$ cat src/rtl/key_pkg.sv
// Shared constants, state type and small helpers for the keypad debouncer.
package key_pkg;

    localparam logic [3:0] KEY_STAR = 4'd10;
    localparam logic [3:0] KEY_NONE = 4'd15;

    typedef enum logic {
        STABLE   = 1'b0,
        SETTLING = 1'b1
    } state_e;

    // Number of set bits in an 11-bit key vector (0..11).
    function automatic logic [3:0] key_count(input logic [10:0] v);
        logic [3:0] n;
        n = 4'd0;
        for (int i = 0; i < 11; i++) begin
            n = n + {3'b000, v[i]};
        end
        return n;
    endfunction

    // Key code of a one-hot {star, digits} vector; KEY_NONE when empty.
    function automatic logic [3:0] key_encode(input logic [10:0] v);
        logic [3:0] code;
        code = KEY_NONE;
        for (int i = 0; i < 10; i++) begin
            if (v[i]) begin
                code = 4'(i);
            end
        end
        if (v[10]) begin
            code = KEY_STAR;
        end
        return code;
    endfunction

endpackage

$ cat src/rtl/sync2.sv
// Two-flop synchronizer for a bus of independent asynchronous levels.
module sync2 #(
    parameter int unsigned Width = 11
) (
    input  logic             clk,
    input  logic             rst,
    input  logic [Width-1:0] d_i,
    output logic [Width-1:0] q_o
);

    logic [Width-1:0] meta_q;
    logic [Width-1:0] sync_q;

    // First flop may go metastable; second flop gives it a full cycle to resolve.
    always_ff @(posedge clk or posedge rst) begin
        if (rst) begin
            meta_q <= '0;
            sync_q <= '0;
        end else begin
            meta_q <= d_i;
            sync_q <= meta_q;
        end
    end

    assign q_o = sync_q;

endmodule

$ cat src/rtl/key_debounce_edge.sv
// Keypad debouncer: one shared settle counter for all 11 keys, followed by
// press-edge detection producing one-cycle pulses and a key code.
module key_debounce_edge
    import key_pkg::*;
#(
    parameter logic [19:0] T_20MS = 20'hF_4240
) (
    input  logic       clk,
    input  logic       rst,
    input  logic [9:0] bt_i,
    input  logic       btstar_i,
    output logic [9:0] bt_o,
    output logic       btstar_o,
    output logic       key_valid,
    output logic [3:0] key_code,
    output logic       multi_err
);

    localparam logic [19:0] T_LAST = T_20MS - 20'd1;

    logic [10:0] s;

    state_e      state_q, state_d;
    logic [10:0] cand_q, cand_d;
    logic [10:0] stab_q, stab_d;
    logic [19:0] cnt_q, cnt_d;
    logic [10:0] rise_q, rise_d;

    logic [9:0]  bt_q, bt_d;
    logic        btstar_q, btstar_d;
    logic        valid_q, valid_d;
    logic [3:0]  code_q, code_d;
    logic        multi_q, multi_d;

    sync2 #(
        .Width(11)
    ) u_sync2 (
        .clk(clk),
        .rst(rst),
        .d_i({btstar_i, bt_i}),
        .q_o(s)
    );

    // Debounce FSM: any change restarts settling; the update cycle latches
    // the candidate into the stable register and captures the rising keys.
    always_comb begin
        state_d = state_q;
        cand_d  = cand_q;
        stab_d  = stab_q;
        cnt_d   = cnt_q;
        rise_d  = '0;
        if (s != cand_q) begin
            cand_d  = s;
            cnt_d   = '0;
            state_d = SETTLING;
        end else if (state_q == SETTLING) begin
            if (cnt_q == T_LAST) begin
                stab_d  = cand_q;
                cnt_d   = '0;
                state_d = STABLE;
                rise_d  = cand_q & ~stab_q;
            end else begin
                cnt_d = cnt_q + 20'd1;
            end
        end
    end

    // Pulse decode from the captured rise vector; idle code is KEY_NONE.
    always_comb begin
        bt_d     = '0;
        btstar_d = 1'b0;
        valid_d  = 1'b0;
        code_d   = KEY_NONE;
        multi_d  = 1'b0;
        if (key_count(rise_q) == 4'd1) begin
            bt_d     = rise_q[9:0];
            btstar_d = rise_q[10];
            valid_d  = 1'b1;
            code_d   = key_encode(rise_q);
        end else if (key_count(rise_q) > 4'd1) begin
            multi_d = 1'b1;
        end
    end

    // State and output registers, all cleared asynchronously.
    always_ff @(posedge clk or posedge rst) begin
        if (rst) begin
            state_q  <= STABLE;
            cand_q   <= '0;
            stab_q   <= '0;
            cnt_q    <= '0;
            rise_q   <= '0;
            bt_q     <= '0;
            btstar_q <= 1'b0;
            valid_q  <= 1'b0;
            code_q   <= KEY_NONE;
            multi_q  <= 1'b0;
        end else begin
            state_q  <= state_d;
            cand_q   <= cand_d;
            stab_q   <= stab_d;
            cnt_q    <= cnt_d;
            rise_q   <= rise_d;
            bt_q     <= bt_d;
            btstar_q <= btstar_d;
            valid_q  <= valid_d;
            code_q   <= code_d;
            multi_q  <= multi_d;
        end
    end

    assign bt_o      = bt_q;
    assign btstar_o  = btstar_q;
    assign key_valid = valid_q;
    assign key_code  = code_q;
    assign multi_err = multi_q;

endmodule

$ cat config.mk
export PLATFORM = sky130hd
export DESIGN_NAME = key_debounce_edge
export DESIGN_NICKNAME = d
export VERILOG_FILES = /design/src/rtl/key_pkg.sv /design/src/rtl/sync2.sv /design/src/rtl/key_debounce_edge.sv
export SDC_FILE = /design/constraint.sdc
export NUM_CORES = 1
export LEC_CHECK = 0
export CORE_MARGIN = 3
export CORE_UTILIZATION = 52
export DETAILED_ROUTE_END_ITERATION = 10
export GPL_ROUTABILITY_DRIVEN = 0
export PLACE_DENSITY = 0.76
export SETUP_SLACK_MARGIN = 0.1
export SKIP_CTS_REPAIR_TIMING = 1
export SYNTH_ARGS = -nofsm -noshare
export SYNTH_HDL_FRONTEND = slang
export SYNTH_SLANG_ARGS = --single-unit
$ cat constraint.sdc
create_clock -name clk -period 3.6 [get_ports clk]
set_input_delay 0.36 -clock clk [delete_from_list [all_inputs] [get_ports clk]]
set_output_delay 0.36 -clock clk [all_outputs]
set_load 0.1 [all_outputs]
After elaboration in Yosys (flattened, before gate mapping):

Cells that the tools add are included.

* bits in registers: 93
* input bits: 13
* word-level logic and storage cells: 58

* $add $sub $neg: 11
* order comparisons: 1
* eq/ne operators: 3
* muxes and demuxes: 26
* bitwise gates (word level): 3
* reduce and logical (&&, ||, !) cells: 2

Operators by type and width (count)
* two-way mux 20 bit: 3
* two-way mux 4 bit: 12
* two-way mux 11 bit: 3
* adder 4 x 1 -> 4 bit: 7
* adder 20 x 1 -> 20 bit (second input constant): 1
* == test 20 bit (second input constant): 1
* AND 11 bit: 1
* inequality test 11 bit: 1
* inverter 11 bit: 1
* two-way mux 10 bit: 1
* two-way mux 1 bit: 7
* adder 3 x 1 -> 4 bit: 1
* == test 4 x 1 -> 1 bit (second input constant): 1
* > comparator 4 x 1 -> 1 bit (second input constant): 1
* adder 2 x 1 -> 3 bit: 1
* AND reduction 3 bit: 1
* adder 1 x 1 -> 2 bit: 1
* nonzero test 2 bit: 1
* inverter 1 bit: 1

Depth between registers and ports, before layout:

Gate-level depths: netlist (run 1).

* word-level depth: 13
* mapped depth: 11
* depth with buffers taken out: 11

By module:

Synthesis (run 1) repeated with hierarchy kept, for this count alone.

* cell total of the unflattened synthesis: 327
* area total of the unflattened synthesis: 3808.7 µm²

Modules (own cells, without submodules)
* key_debounce_edge: instances 1, cells an instance 304, area each 3254.4 µm², sequential area each 1781.7 µm²
* sync2: instances 1, cells an instance 23, area each 554.3 µm², sequential area each 550.5 µm²

Least setup slack after synthesis (run 1):

Ideal clock, no wire load.

* path type: register to register
* start point: reg rise_q[0]
* end point: reg bt_q[0] (netlist: bt_o[0])
* setup time: 0.134 ns
* arrival: 3.338 ns
* setup slack: 0.127 ns
* stages on the path, launching flop included: 11
* path buffers: 1
* cell sequence: dfrtp_1 > fa_1 > inv_1 > fa_1 > fa_1 > fa_1 > fa_1 > a22o_1 > nand2_1 > clkbuf_1 > nor3_1

* longest elaborated chain between the ends: 12

Ends and longest elaborated chain
* from (decl): line key_debounce_edge.sv:27 `logic [10:0] rise_q, rise_d;`
* from (signal assigned): line key_debounce_edge.sv:103 `rise_q <= rise_d;`
* adder 1 x 1 -> 2 bit: line key_pkg.sv:17 `n = n + {3'b000, v[i]};`
* adder 2 x 1 -> 3 bit: line key_pkg.sv:17
* adder 3 x 1 -> 4 bit: line key_pkg.sv:17
* adder 4 x 1 -> 4 bit (7 in a row): line key_pkg.sv:17
* == test 4 x 1 -> 1 bit: line key_debounce_edge.sv:75 `if (key_count(rise_q) == 4'd1) begin`
* two-way mux 10 bit (*): line key_debounce_edge.sv:75
* net bt_d[0]: line key_debounce_edge.sv:29 `logic [9:0] bt_q, bt_d;`
* to (signal assigned): line key_debounce_edge.sv:104 `bt_q <= bt_d;`
* to (decl): line key_debounce_edge.sv:29

The timed path passes the listed nets; every way through them passes the cells marked *.
A chain may end at the register's enable or synchronous reset.

Worst setup path in the final report (run 1):

* start point: reg rise_q[1]
* end point: reg bt_q[7] (netlist: bt_o[7])

* longest elaborated chain between the ends: 12

Ends and longest elaborated chain (line)
* adder 1 x 1 -> 2 bit: key_pkg.sv:17
* adder 2 x 1 -> 3 bit: key_pkg.sv:17
* adder 3 x 1 -> 4 bit: key_pkg.sv:17
* adder 4 x 1 -> 4 bit (7 in a row): key_pkg.sv:17
* == test 4 x 1 -> 1 bit: key_debounce_edge.sv:75
* two-way mux 10 bit: key_debounce_edge.sv:75
* net bt_d[7]: key_debounce_edge.sv:29

The timed path passes the listed nets, and every way through them passes these cells.

==> out/metrics.cfg, run 1 <==
[worst_setup_path]
cp_max_fo=11
ff2ff_path_depth=11
arrival_ns=3.80
end_kind=flop
slowest_stage=fa_1
crit_top_cell=fa_1
crit_family=adder cells
r2r-end=bt_o[7]
worstSetupPathType=reg2reg
cp.required_ns=3.88
start_kind=flop
crit_buf_inv=2
r2r_setup_slack_ns=0.09
cp_cell_sequence=fa_1 -> inv_2 -> fa_1 -> fa_1 -> fa_2 -> fa_2 -> nor3_2 -> a22o_1 -> nand2_2 -> buf_6 -> nor3_1
r2r_start=rise_q[1]
critPathMaxStageDelay_ns=0.56

[floorplanning]
ios=30
die_area_mm2=0.00847
start_util_pct=55.1
rows=30
die_w_um=92.0
dieHeight_um=92.0
core_mm2=0.00698

[finish]
nets=372
drive_above_1_share_pct=18.5
area_growth_pct=17.5
antenna_cells=0
utilization_pct=64.8

[synth]
synthArstFlopShare_pct=100
yosys_warnings=0
yosysUniqueCellTypes=42
syn_nets=340
syn-instance-count=316
synth_edf_count=0
syn_area_mm2=0.00385
synth_seq_area_share_pct=60.6
synthFlopType=dfrtp_1
avgSynthCellArea_um2=12.2
synth-seq-cells=93

[drt]
via_per_inst=5.42
drcViolationCount=0
routed_wl_um=6570
vias=2428
drtPass1Iterations=4
drt_iter0_drc=112
wl_per_cell_um=14.7
ant_nets=0

[timing]
hold_violations=0
period_needed_ns=3.51
finClkSkew_ns=0.0143
worst_slack_ns=0.0854
setup_viol=0
grt_setup_unrepaired=true
finalCritPeriodShare_pct=97.6
worst_pin_slew_ns=0.972
drv_slew=0
relSlewSlack_pct=35.0
fmax_mhz=285

[placed_design]
port_buffers=29
hpwl_um=4440
dp_slack_ns=-0.0433

[run]
max-cap-violations=0

[pwr]
fin_total_pwr_w=0.00176
power.density_mw_per_mm2=390
vdd_drop_max_mv=0.312
p_leak_nw=1.88

[cts]
cts_buffers=9
cts_max_level=3
clockBufferDepth=2
cts_tree=built
root_buffer=clkbuf_8
clk_pin_slew_ns=0.09
insertion_delay_ns=0.36
clock_sinks=93

[global_route]
antenna_found_initial=0
gr-total-overflow=0
grt_pass1_wl_um=11400
grt_pass1_vias=2459
globalRouteTotalUtil_pct=17.1
grt_max_degree=38

[worst_hold_path]
holdCritPathClass=reg2reg
hold_path_depth=0
min_to=u_sync2.q_o[9]
min-delay-start=u_sync2.meta_q[9]

[status]
status=finished clean

final cells by class:
type                       count  area (um2)
timing repair buffer          41         388
clock inverter                 4        32.5
fill                         554        2460
tap                           96         120
sequential                    93        2330
clock buffer                  11         151
multi-input combinational    186        1430
inverter                      17        65.1
synthesized netlist by cell type (all sizes together), types with 4 or more instances:
cell	number	area, um2
dfrtp	89	2230
nand3	10	50.1
ha	4	50.1
nor2	15	56.3
a21oi	18	90.1
nand2	11	41.3
xor2	15	131
mux2	12	169
nor3b	11	82.6
clkbuf	17	63.8
dfstp	4	105
fa	7	140
o21ai	14	70.1
nor4	4	31.3
nor3	16	80.1
or3	6	37.5
nand4	7	43.8
inv	17	63.8
or4	4	37.5
layer usage:
metal	GRT usage (%)	vias up	part of all wire, %
met3	5.41	13	4.9
li1	-	1151	-
met1	23.7	1204	47
met2	25.5	60	47
met5	0	-	0
met4	6.44	0	1.9
cells by family after synthesis:
group                    count (synthesis)  synth area share [%]
XOR/XNOR                                17                  3.87
AND/OR/NAND/NOR                        101                  15.4
adder cells (fa/ha/maj)                 11                  4.94
buffers and inverters                   37                  3.87
flip-flops                              93                  60.6
multiplexers                            12                  4.39
AO/OA/AOI/OAI                           45                  6.96
report_power, final:
part           switching, W  internal (W)
logic             0.0000244     0.0000202
clock network      0.000356      0.000288
registers         0.0000119       0.00106
total              0.000393       0.00137
cells in the final DEF, fill, tap and decap left out, types with 3 or more instances in the layout:
cell type        instances
and4_1                   3
mux2_2                   3
inv_1                   15
dfrtp_1                 89
a22oi_1                  3
nand4_1                  7
mux2_4                   9
nor3b_1                 11
nand3_1                  9
nand2_1                 10
clkbuf_8                11
xor2_1                  15
a21oi_1                 18
nor3_2                   9
dfstp_2                  4
buf_4                   10
clkdlybuf4s50_1         29
nor3_1                   7
fa_1                     5
nor2_1                  14
ha_1                     4
nand3b_1                 3
and3_1                   3
nor4_1                   3
o21ai_0                 14
or3_1                    6
through the flow:
step	TNS (ns)	std cells	hold WS, ns	cell area [um2]
after floorplan	0	316	0.331	3850
after global placement	0	429	0.331	4240
after detailed placement	-0.171	429	0.335	4240
after CTS	-0.317	444	0.355	4420
after global routing	0	448	0.365	4520
final	0	448	0.352	4520
sequential cells by signal, indices dropped and copies added, names as in the netlist:
register / count
key_valid: 1
multi_err: 1
bt_o: 10
rise_q: 11
state_q: 1
u_sync2.q_o: 11
key_code: 4
stab_q: 11
u_sync2.meta_q: 11
btstar_o: 1
cand_q: 11
cnt_q: 20
how the worst max path moves through the flow:
stage / start / endpoint / cells after the start
after floorplan: rise_q[0] / bt_o[0] / 10
after global placement: rise_q[0] / bt_o[3] / 11
after detailed placement: rise_q[0] / bt_o[3] / 11
after CTS: rise_q[0] / bt_o[3] / 11
after global routing: rise_q[1] / bt_o[4] / 11
final: rise_q[1] / bt_o[7] / 11
(Power assumes the default switching activity.)
==> run 2: changes to the inputs <==
--- a/config.mk
+++ b/config.mk
@@ -6,10 +6,11 @@
 export NUM_CORES = 1
 export LEC_CHECK = 0
 export CORE_MARGIN = 3
-export CORE_UTILIZATION = 52
+export CORE_UTILIZATION = 55
 export DETAILED_ROUTE_END_ITERATION = 10
+export DONT_BUFFER_PORTS = 1
 export GPL_ROUTABILITY_DRIVEN = 0
-export PLACE_DENSITY = 0.76
+export PLACE_DENSITY = 0.74
 export SETUP_SLACK_MARGIN = 0.1
 export SKIP_CTS_REPAIR_TIMING = 1
 export SYNTH_ARGS = -nofsm -noshare
==> run 2 against run 1 <==
Via count is 2.6% lower. Final cell count shrank 4.7%. Clock power is 3% lower.
==> out/metrics.cfg, run 2 (same netlist as run 1, synthesis figures left out) <==
[finish]
multiInputGateArea_mm2=0.00144
final_area_mm2=0.00433
nets=353
seq_area_mm2=0.00233
drive_above_1_share_pct=19.8
antenna_cells=0
stdcell_count=427
area_growth_pct=12.5
largest_register=cnt_q
largest_reg_flops=20
mostFrequentLayoutCells=89 x dfrtp_1, 18 x a21oi_1, 15 x xor2_1, 15 x inv_1
n_fill_cell=485
layout_commonest_cell=dfrtp_1

[worst_setup_path]
critPathMaxStageDelay_ns=0.56
slowest_stage=fa_1
r2r-end=bt_o[3]
ff2ff_path_depth=11
crit_family=adder cells
cp_cell_sequence=fa_1 -> inv_2 -> fa_1 -> fa_1 -> fa_2 -> fa_2 -> nor3_2 -> a22o_1 -> nand2_2 -> nor2_4 -> and2_4
worstSetupPathType=reg2reg
start_kind=flop
arrival_ns=3.77
r2r_start=rise_q[3]
r2r_setup_slack_ns=0.12
cp_max_fo=5
crit_top_cell=fa_1
end_kind=flop
cp.required_ns=3.89
crit_buf_inv=1

[timing]
period_needed_ns=3.48
finClkSkew_ns=0.0119
relSlewSlack_pct=41.9
worst_slack_ns=0.120
hold_violations=0
setup_viol=0
grt_setup_unrepaired=true
finalCritPeriodShare_pct=96.7
setup_tns_ns=0
fmax_mhz=287
drv_slew=0
worst_pin_slew_ns=0.873

[placed_design]
dp.cells=398
hpwl_um=4280
placed_area_mm2=0.00395
dp_slack_ns=-0.0397
port_buffers=0

[pwr]
p_leak_nw=1.82
power.density_mw_per_mm2=402
vdd_drop_max_mv=0.320
fin_total_pwr_w=0.00174

[cts]
clock_sinks=93
cts_tree=built
cts_max_level=3
cts_buffers=9
clk_pin_slew_ns=0.09
root_buffer=clkbuf_8
insertion_delay_ns=0.35
clockBufferDepth=2

[global_route]
gr-total-overflow=0
antenna_found_initial=0
globalRouteTotalUtil_pct=17.6
grt_pass1_wl_um=10800
grt_max_degree=42
grt_pass1_vias=2307

[run]
max-cap-violations=0

[status]
status=finished clean

[floorplanning]
ios=30
dieHeight_um=89.7
rows=29
die_w_um=89.7
start_util_pct=58.6
die_area_mm2=0.00804
core_mm2=0.00657

[drt]
via_per_inst=5.54
ant_nets=0
routed_wl_um=6280
vias=2364
drcViolationCount=0
drtPass1Iterations=4
wl_per_cell_um=14.7
drt_iter0_drc=151

[worst_hold_path]
hold_path_depth=0
min_to=u_sync2.q_o[2]
holdCritPathClass=reg2reg
min-delay-start=u_sync2.meta_q[2]

[run 2: power by group]
part | switching [W] | leakage [nW] | internal [W]
registers | 0.0000117 | 1.20 | 0.00106
logic | 0.0000244 | 0.523 | 0.0000177
clock network | 0.000351 | 0.0972 | 0.000274
[run 2: routing by layer]
metal	up-vias	global-route usage (%)	share of wire, %	wire length, um
met4	0	5.82	0.72	45
met5	-	0	0	0
met1	1173	24.2	47	2930
met2	70	26.7	47	2940
met3	4	5.84	5.8	361
li1	1117	-	-	-
[run 2: cell type report]
type	count	area share, %
Tap cell	93	2.69
Clock buffer	10	3.18
Sequential cell	93	53.8
Inverter	17	1.50
Multi-Input combinational cell	186	33.3
Clock inverter	6	0.953
Timing Repair Buffer	22	4.59
[run 2: per-stage QoR]
step	hold WS (ns)	utilization, %
3_5_place_dp	0.290	60.1
3_3_place_gp	0.288	60.1
4_1_cts	-0.108	62.9
6_report	0.354	66.0
5_1_grt	0.353	66.0
2_1_floorplan	0.331	-
[run 2: worst register-to-register path: cells and delay by family (launching register included)]
| kind | cells | cell delay [ns] |
|---|---|---|
| AOI/OAI and AO/OA | 1 | 0.16 |
| and+or+nand+nor | 4 | 0.58 |
| DFF | 1 | 0.41 |
| buffers and inverters | 1 | 0.04 |
| adders and majority gates | 5 | 2.22 |
[run 2: how the worst max path moves through the flow]
stage,slack [ns],start,cells past startpoint,endpoint
after floorplan,0.13,rise_q[0],10,bt_o[0]
after global routing,-0.02,rise_q[3],11,bt_o[3]
final,0.12,rise_q[3],11,bt_o[3]
after detailed placement,-0.04,rise_q[0],11,bt_o[3]
after CTS,-0.07,rise_q[0],11,bt_o[3]
after global placement,0.07,rise_q[0],11,bt_o[5]
==> run 3: changes to the inputs <==
--- a/config.mk
+++ b/config.mk
@@ -16,3 +16,4 @@
 export SYNTH_ARGS = -nofsm -noshare
 export SYNTH_HDL_FRONTEND = slang
 export SYNTH_SLANG_ARGS = --single-unit
+export TNS_END_PERCENT = 30
==> run 3 against run 2 <==
Wire length about the same. Core utilization unchanged. Via count unchanged.
==> out/metrics.cfg, run 3 (same netlist as run 1, synthesis figures left out) <==
[timing]
hold_violations=0
drv_slew=0
finClkSkew_ns=0.0114
period_needed_ns=3.48
grt_setup_unrepaired=true
finalCritPeriodShare_pct=96.6
worst_slack_ns=0.122
setup_viol=0
worst_pin_slew_ns=0.873
setup_tns_ns=0
fmax_mhz=287
relSlewSlack_pct=41.9

[floorplanning]
ios=30
rows=29
die_w_um=89.7
core_mm2=0.00657
start_util_pct=58.6
die_area_mm2=0.00804
dieHeight_um=89.7

[worst_setup_path]
cp_cell_sequence=fa_1 -> inv_2 -> fa_1 -> fa_1 -> fa_2 -> fa_2 -> nor3_2 -> a22o_1 -> nand2_2 -> nor2_4 -> and2_4
slowest_stage=fa_1
end_kind=flop
start_kind=flop
cp.required_ns=3.89
cp_max_fo=5
critPathMaxStageDelay_ns=0.56
arrival_ns=3.77
worstSetupPathType=reg2reg
crit_top_cell=fa_1

[drt]
wl_per_cell_um=14.7
vias=2364
ant_nets=0
drt_iter0_drc=156
routed_wl_um=6270
via_per_inst=5.54
drtPass1Iterations=4
drcViolationCount=0

[cts]
clockBufferDepth=2
clock_sinks=93
cts_buffers=9
clk_pin_slew_ns=0.09
cts_tree=built
insertion_delay_ns=0.35
cts_max_level=3
root_buffer=clkbuf_8

[global_route]
grt_pass1_vias=2307
antenna_found_initial=0
grt_max_degree=42
gr-total-overflow=0
grt_pass1_wl_um=10800
globalRouteTotalUtil_pct=17.6

[run]
max-cap-violations=0

[finish]
mostFrequentLayoutCells=89 x dfrtp_1, 18 x a21oi_1, 15 x xor2_1, 15 x inv_1
n_fill_cell=485
drive_above_1_share_pct=19.8
layout_commonest_cell=dfrtp_1
largest_register=cnt_q
nets=353
largest_reg_flops=20
antenna_cells=0
stdcell_count=427
area_growth_pct=12.5
utilization_pct=66.0

[placed_design]
hpwl_um=4280
dp.cells=398
dp_slack_ns=-0.0397
port_buffers=0

[pwr]
p_leak_nw=1.82
power.density_mw_per_mm2=402
vdd_drop_max_mv=0.320

[worst_hold_path]
holdCritPathClass=reg2reg

[status]
status=finished clean

==> run 3: final cells by class <==
type | count | area, um2 | area share, %
sequential | 93 | 2330 | 53.8
multi-input combinational | 186 | 1440 | 33.3
timing repair buffer | 22 | 199 | 4.59
clock buffer | 10 | 138 | 3.18
tap | 93 | 116 | 2.69
inverter | 17 | 65.1 | 1.50
clock inverter | 6 | 41.3 | 0.953
==> run 3: critical path, delay by kind of cell, from the launching register on <==
kind | cells | cell delay [ns]
DFF | 1 | 0.41
buffers and inverters | 1 | 0.04
and+or+nand+nor | 4 | 0.58
AOI/OAI and AO/OA | 1 | 0.16
adders and majority gates | 5 | 2.22
==> run 3: final timing paths <==
kind                                   start              to  slack [ns]  depth (start not counted)
setup / recovery                   rise_q[3]         bt_o[3]        0.12                         11
min in group asynchronous                rst         bt_o[4]        0.48                          2
hold reg to reg            u_sync2.meta_q[2]  u_sync2.q_o[2]        0.35                          0
max in group asynchronous                rst        cnt_q[1]        2.23                          3
hold / removal             u_sync2.meta_q[2]  u_sync2.q_o[2]        0.35                          0
setup reg to reg                   rise_q[3]         bt_o[3]        0.12                         11
==> run 3: stage by stage <==
| stage | hold slack (ns) | instance area (um2) | power [W] |
|---|---|---|---|
| 6_report | 0.354 | 4330 | 0.00174 |
| 5_1_grt | 0.353 | 4330 | 0.00183 |
| 4_1_cts | -0.108 | 4130 | 0.00176 |
| 3_5_place_dp | 0.290 | 3950 | 0.00113 |
| 3_3_place_gp | 0.288 | 3950 | 0.00113 |
| 2_1_floorplan | 0.331 | 3850 | 0.00112 |
==> run 3: power by group <==
part | total [W] | switching [W] | internal, W
clock | 0.000625 | 0.000352 | 0.000274
sequential | 0.00107 | 0.0000117 | 0.00106
combinational | 0.0000421 | 0.0000244 | 0.0000177
==> run 3: metal layers <==
metal | routed length (um) | GRT usage [%]
met5 | 0 | 0
met4 | 45 | 5.82
met3 | 374 | 5.84
met2 | 2940 | 26.7
met1 | 2910 | 24.2
